--- src/rtl/lock_pkg.sv ---
// Shared types and constants for the keypad lock datapath.
// Includes the key detector states and the lock controller state encoding.
package lock_pkg;

  typedef enum logic [1:0] {
    IDLE,
    DEBOUNCE,
    HELD,
    RELEASE
  } keystate_t;

  typedef enum logic [2:0] {
    LOCK_INIT,
    LOCK_LOCKED,
    LOCK_ENTRY,
    LOCK_OPEN,
    LOCK_ALARM
  } state_t;

  localparam logic [4:0] KEY_ENTER = 5'd16;
  localparam logic [4:0] KEY_MAX   = 5'd19;

endpackage

--- src/rtl/key_fifo.sv ---
// Small show-ahead FIFO for key events with a sticky overflow flag.
// A push into an empty queue becomes visible on the following cycle.
module key_fifo #(
  parameter int DEPTH = 4,
  parameter int WIDTH = 5
) (
  input  logic                   clk,
  input  logic                   rst,
  input  logic                   push,
  input  logic [WIDTH-1:0]       din,
  input  logic                   pop,
  output logic [WIDTH-1:0]       dout,
  output logic                   valid,
  output logic [$clog2(DEPTH):0] count,
  output logic                   overflow
);

  localparam int PW = $clog2(DEPTH);

  logic [WIDTH-1:0] mem [DEPTH];
  logic [PW-1:0]    wr_ptr;
  logic [PW-1:0]    rd_ptr;
  logic             full;
  logic             do_push;
  logic             do_pop;

  assign valid   = (count != '0);
  assign full    = (count == (PW+1)'(DEPTH));
  assign do_pop  = pop && valid;
  // A full queue still accepts a push when the head leaves in the same cycle.
  assign do_push = push && (!full || do_pop);
  assign dout    = valid ? mem[rd_ptr] : '0;

  always_ff @(posedge clk) begin
    if (do_push) begin
      mem[wr_ptr] <= din;
    end
  end

  always_ff @(posedge clk or posedge rst) begin
    if (rst) begin
      wr_ptr   <= '0;
      rd_ptr   <= '0;
      count    <= '0;
      overflow <= 1'b0;
    end else begin
      if (do_push) begin
        wr_ptr <= wr_ptr + 1'b1;
      end
      if (do_pop) begin
        rd_ptr <= rd_ptr + 1'b1;
      end
      case ({do_push, do_pop})
        2'b10:   count <= count + 1'b1;
        2'b01:   count <= count - 1'b1;
        default: count <= count;
      endcase
      if (push && !do_push) begin
        overflow <= 1'b1;
      end
    end
  end

endmodule

--- src/rtl/key_event_queue.sv ---
// Keypad front end: synchronise, debounce and priority-encode the buttons,
// then queue exactly one key event per debounced press.
module key_event_queue
  import lock_pkg::*;
#(
  parameter int NKEYS           = 20,
  parameter int CODE_W          = 5,
  parameter int DEBOUNCE_CYCLES = 3,
  parameter int FIFO_DEPTH      = 4
) (
  input  logic                          clk,
  input  logic                          rst,
  input  logic [NKEYS-1:0]              pb,
  output logic                          key_valid,
  output logic [CODE_W-1:0]             key_code,
  input  logic                          key_ready,
  output logic [$clog2(FIFO_DEPTH):0]   fifo_count,
  output logic                          overflow,
  output logic                          busy
);

  localparam int CNT_W = $clog2(DEBOUNCE_CYCLES) + 1;
  localparam logic [CNT_W-1:0] CNT_LAST = CNT_W'(DEBOUNCE_CYCLES - 1);

  logic [NKEYS-1:0]  sync_meta;
  logic [NKEYS-1:0]  sync_q;
  logic              any;
  logic [CODE_W-1:0] code;

  keystate_t         state;
  keystate_t         state_next;
  logic [CNT_W-1:0]  cnt;
  logic [CNT_W-1:0]  cnt_next;
  logic [CODE_W-1:0] cand;
  logic [CODE_W-1:0] cand_next;
  logic              push;

  always_ff @(posedge clk or posedge rst) begin
    if (rst) begin
      sync_meta <= '0;
      sync_q    <= '0;
    end else begin
      sync_meta <= pb;
      sync_q    <= sync_meta;
    end
  end

  assign any = |sync_q;

  // Later iterations overwrite earlier ones, so the highest set index wins.
  always_comb begin
    code = '0;
    for (int i = 0; i < NKEYS; i++) begin
      if (sync_q[i]) begin
        code = CODE_W'(i);
      end
    end
  end

  always_ff @(posedge clk or posedge rst) begin
    if (rst) begin
      state <= IDLE;
      cnt   <= '0;
      cand  <= '0;
    end else begin
      state <= state_next;
      cnt   <= cnt_next;
      cand  <= cand_next;
    end
  end

  always_comb begin
    state_next = state;
    cnt_next   = cnt;
    cand_next  = cand;
    push       = 1'b0;
    case (state)
      IDLE: begin
        if (any) begin
          state_next = DEBOUNCE;
          cnt_next   = '0;
          cand_next  = code;
        end
      end
      DEBOUNCE: begin
        if (!any || (code != cand)) begin
          state_next = IDLE;
        end else if (cnt == CNT_LAST) begin
          push       = 1'b1;
          state_next = HELD;
        end else begin
          cnt_next = cnt + 1'b1;
        end
      end
      HELD: begin
        // Extra or changed keys while held are deliberately ignored.
        if (!any) begin
          state_next = RELEASE;
          cnt_next   = '0;
        end
      end
      RELEASE: begin
        if (any) begin
          state_next = HELD;
        end else if (cnt == CNT_LAST) begin
          state_next = IDLE;
        end else begin
          cnt_next = cnt + 1'b1;
        end
      end
      default: state_next = IDLE;
    endcase
  end

  assign busy = (state != IDLE);

  key_fifo #(
    .DEPTH (FIFO_DEPTH),
    .WIDTH (CODE_W)
  ) u_fifo (
    .clk      (clk),
    .rst      (rst),
    .push     (push),
    .din      (cand),
    .pop      (key_ready),
    .dout     (key_code),
    .valid    (key_valid),
    .count    (fifo_count),
    .overflow (overflow)
  );

endmodule

--- config.mk ---
export PLATFORM = sky130hd
export DESIGN_NAME = key_event_queue
export DESIGN_NICKNAME = d
export VERILOG_FILES = /design/src/rtl/lock_pkg.sv /design/src/rtl/key_fifo.sv /design/src/rtl/key_event_queue.sv
export SDC_FILE = /design/constraint.sdc
export NUM_CORES = 1
export LEC_CHECK = 0
export ABC_AREA = 1
export CAP_MARGIN = 10
export CORE_ASPECT_RATIO = 1.75
export CORE_MARGIN = 3
export CORE_UTILIZATION = 30
export DETAILED_ROUTE_END_ITERATION = 10
export PLACE_DENSITY = 0.59
export REMOVE_ABC_BUFFERS = 1
export SETUP_SLACK_MARGIN = 0.05
export SYNTH_ARGS = -nofsm -noshare
export SYNTH_HDL_FRONTEND = slang
export SYNTH_SLANG_ARGS = --single-unit
--- constraint.sdc ---
create_clock -name clk -period 5 [get_ports clk]
set_input_delay 1.5 -clock clk [delete_from_list [all_inputs] [get_ports clk]]
set_output_delay 1.5 -clock clk [all_outputs]
set_load 0.01 [all_outputs]
==> impl_metrics.json <==
{
  "cp-end-kind": "primary output",
  "tightest_slew_ps": 927,
  "worstPathArrival_ps": 1940,
  "syn_area_um2": 3150,
  "power_frac_seq_pct": 40.8,
  "path_cells": "inv_1 -> o21ai_0 -> a21oi_1 -> clkdlybuf4s50_1",
  "path_max_fanout": 13,
  "final_nets": 368,
  "reg2regPathDepth": 17,
  "vias_per_cell": 4.27,
  "hold_depth": 0,
  "rows": 48,
  "drv_slew": 0,
  "syn-instance-count": 293,
  "p_int_w": 0.00145,
  "area_growth_pct": 25.6,
  "post-cts-setup-buffer-count": 0,
  "power_per_cell_area_nw_per_um2": 526,
  "synth-seq-cells": 78,
  "ios": 34,
  "finalCriticalPeriod_ps": 3440,
  "hpwlAfterDp_um": 4030,
  "relSlewSlack_pct": 38.1,
  "critical_path_required_ps": 3500,
  "synthMuxAreaShare_pct": 0,
  "die_area_um2": 11800,
  "clock_path_buffers": 2,
  "nFillCells": 972,
  "die_h_um": 142,
  "dpl_worst_slack_ps": 1490,
  "cts_tree": "built",
  "rsz0062_at_grt": "false",
  "synth_top_family_by_area": "simple AND/OR/NAND/NOR gates",
  "leakagePower_nw": 1.75,
  "die_w_um": 83.5,
  "antenna_cells": 0,
  "placement.cell_area_um2": 3640,
  "final_area_um2": 3960,
  "track_usage_pct": 9.89,
  "start_util_pct": 31.4,
  "slowest_stage": "clkdlybuf4s50_1",
  "core-area_um2": 10000,
  "drt_iter0_drc": 73,
  "wl_per_cell_um": 11.4,
  "path_clk_slew_ps": 60,
  "clk_latency_ps": 320,
  "layout-drive-gt1-share_pct": 12.9,
  "worst-path-buf-inv": 2,
  "antenna_found_initial": 0,
  "grt.overflow.total": 0,
  "drv_cap": 0,
  "synth.distinct_cells": 29,
  "antenna_left": 0,
  "yosys.area_share.xor_xnor_pct": 1.95,
  "drcViolationCount": 0,
  "first_pass_iters": 4,
  "status": "completed",
  "drt_wl_total_um": 5290,
  "slowest_delay_ps": 550,
  "layout.cells.most_common": "dfrtp_1",
  "finalHoldViolCount": 0,
  "pwr-share-comb_pct": 27.4,
  "syn_area_per_cell_um2": 10.8,
  "grt_max_degree": 48,
  "gp_congestion": 0.816,
  "finalWorstSetupSlack_ps": 1560,
  "clockPowerShare_pct": 31.8,
  "grt_pass1_vias": 2017,
  "setup_viol_count_final": 0,
  "final_cell_mix": "dfrtp_1, nand2_1, inv_1, clkdlybuf4s50_1, nor2_1",
  "num_vias": 1991,
  "clock.fmax_mhz": 291,
  "synthAdderAreaFrac_pct": 3.41,
  "grt_pass1_wl_um": 8960,
  "crit_cells": 4,
  "skew_ps": 5.22,
  "clock_sinks": 78,
  "final.setup.tns_ps": 0,
  "cp_top_family": "buffers and inverters",
  "synth_compound_area_share_pct": 6.23,
  "h-tree-depth": 3,
  "hold_class": "reg2reg",
  "p_sw_w": 0.000630,
  "yosysWarnings": 0,
  "finalCritPeriodShare_pct": 68.8,
  "synth_seq_area_share_pct": 65.1,
  "io_buffers": 33,
  "synth-simple-area-share_pct": 17.6,
  "cts_resized": 0,
  "ir_drop_mv": 0.229,
  "numCtsBuffers": 9,
  "critPathKind": "reg2out",
  "switching_share_pct": 30.3,
  "cts_hold_buf": 0,
  "seq_area_um2": 2050,
  "multiInputGateArea_um2": 920,
  "setup.worst_path.start_class": "register",
  "root_buffer": "clkbuf_16"
}
[layout make-up]
cell class                 instances  share of cell area (%)
clock buffer                      13                    7.11
clock inverter                     2                   0.916
inverter                          47                    4.45
tap                              125                    3.95
multi-input combinational        167                    23.2
sequential                        78                    51.8
timing repair buffer              34                    8.53
[power by group through the flow]
stage          Sequential [W]  Combinational [W]  Clock, W
6_report             0.000850           0.000571  0.000663
5_1_grt              0.000864           0.000648  0.000708
4_1_cts              0.000851           0.000581  0.000682
3_5_place_dp         0.000862           0.000578         0
3_3_place_gp         0.000857           0.000567         0
2_1_floorplan        0.000839           0.000370         0
[worst reg2reg max path, stage by stage, from the launching register on]
cell	delay [ps]
dfrtp_1	390
nor2_2	130
nand2_1	100
nor2_1	240
nand4_1	140
nor2_1	190
inv_2	100
nand4_2	100
nor3b_4	60
nand2_1	80
nor2_2	60
nand4_4	120
ha_1	160
inv_1	70
fa_1	380
a21oi_1	150
o21ai_0	110
xor2_1	150
[final timing paths]
check                            startpoint               to  slack [ps]
setup / recovery           u_fifo.rd_ptr[0]      key_code[2]        1560
hold / removal                sync_meta[12]       sync_q[12]         340
setup reg to reg                 sync_q[12]  u_fifo.count[2]        2170
hold reg to reg               sync_meta[12]       sync_q[12]         340
max in group asynchronous               rst           cnt[0]        2580
min in group asynchronous               rst       sync_q[19]        1700
[per-stage QoR]
step	instances	total power, W	hold slack (ps)	util, %
floorplan	292	0.00121	331	-
global placement	451	0.00142	332	36.3
detailed placement	451	0.00144	335	36.3
CTS	466	0.00211	347	39.5
global route	466	0.00222	351	39.5
finish	466	0.00208	344	39.5
[metal layers]
metal / vias to the layer above / share of wire (%) / global-route usage (%)
met2: 36 / 56 / 18.5
li1: 1018 / - / -
met1: 925 / 36 / 8.86
met3: 12 / 3.4 / 2.50
met4: 0 / 5.3 / 7.71
met5: - / 0 / 0
[Yosys cell counts]
cell / count / area share [%]
a21oi_1: 9 / 1.4
buf_1: 1 / 0.12
clkinv_1: 1 / 0.12
dfrtp_1: 58 / 46
edfxtp_1: 20 / 19
fa_1: 1 / 0.64
ha_1: 7 / 2.8
inv_1: 41 / 4.9
inv_2: 5 / 0.60
nand2_1: 56 / 6.7
nand2_2: 2 / 0.40
nand3_1: 4 / 0.64
nand3_2: 3 / 0.95
nand4_1: 4 / 0.79
nand4_2: 1 / 0.40
nand4_4: 1 / 0.67
nor2_1: 28 / 3.3
nor2_2: 12 / 2.4
nor2_4: 1 / 0.36
nor3b_4: 1 / 0.60
nor4_1: 1 / 0.20
o21ai_0: 16 / 2.5
o21ai_1: 9 / 1.4
o21bai_1: 1 / 0.24
o221a_2: 1 / 0.36
o31ai_1: 1 / 0.24
or2_2: 1 / 0.20
xnor2_1: 3 / 0.83
xor2_1: 4 / 1.1
[kinds of logic (layout without fill, tap and decap cells)]
group           count (synthesis)  after routing
flops                          78             78
fa+ha+maj                       8              8
xor+xnor                        7              7
compound gates                 37             37
simple gates                  115            115
buf+inv                        48             96
[sequential cells by signal, summed over array words and instances, names as in the netlist]
register	count
u_fifo.rd_ptr	2
cnt	3
sync_meta	20
cand	5
u_fifo.mem	20
u_fifo.wr_ptr	2
u_fifo.count	3
state	2
sync_q	20
u_fifo.overflow	1
No activity file was read; power rests on OpenSTA's default activity.
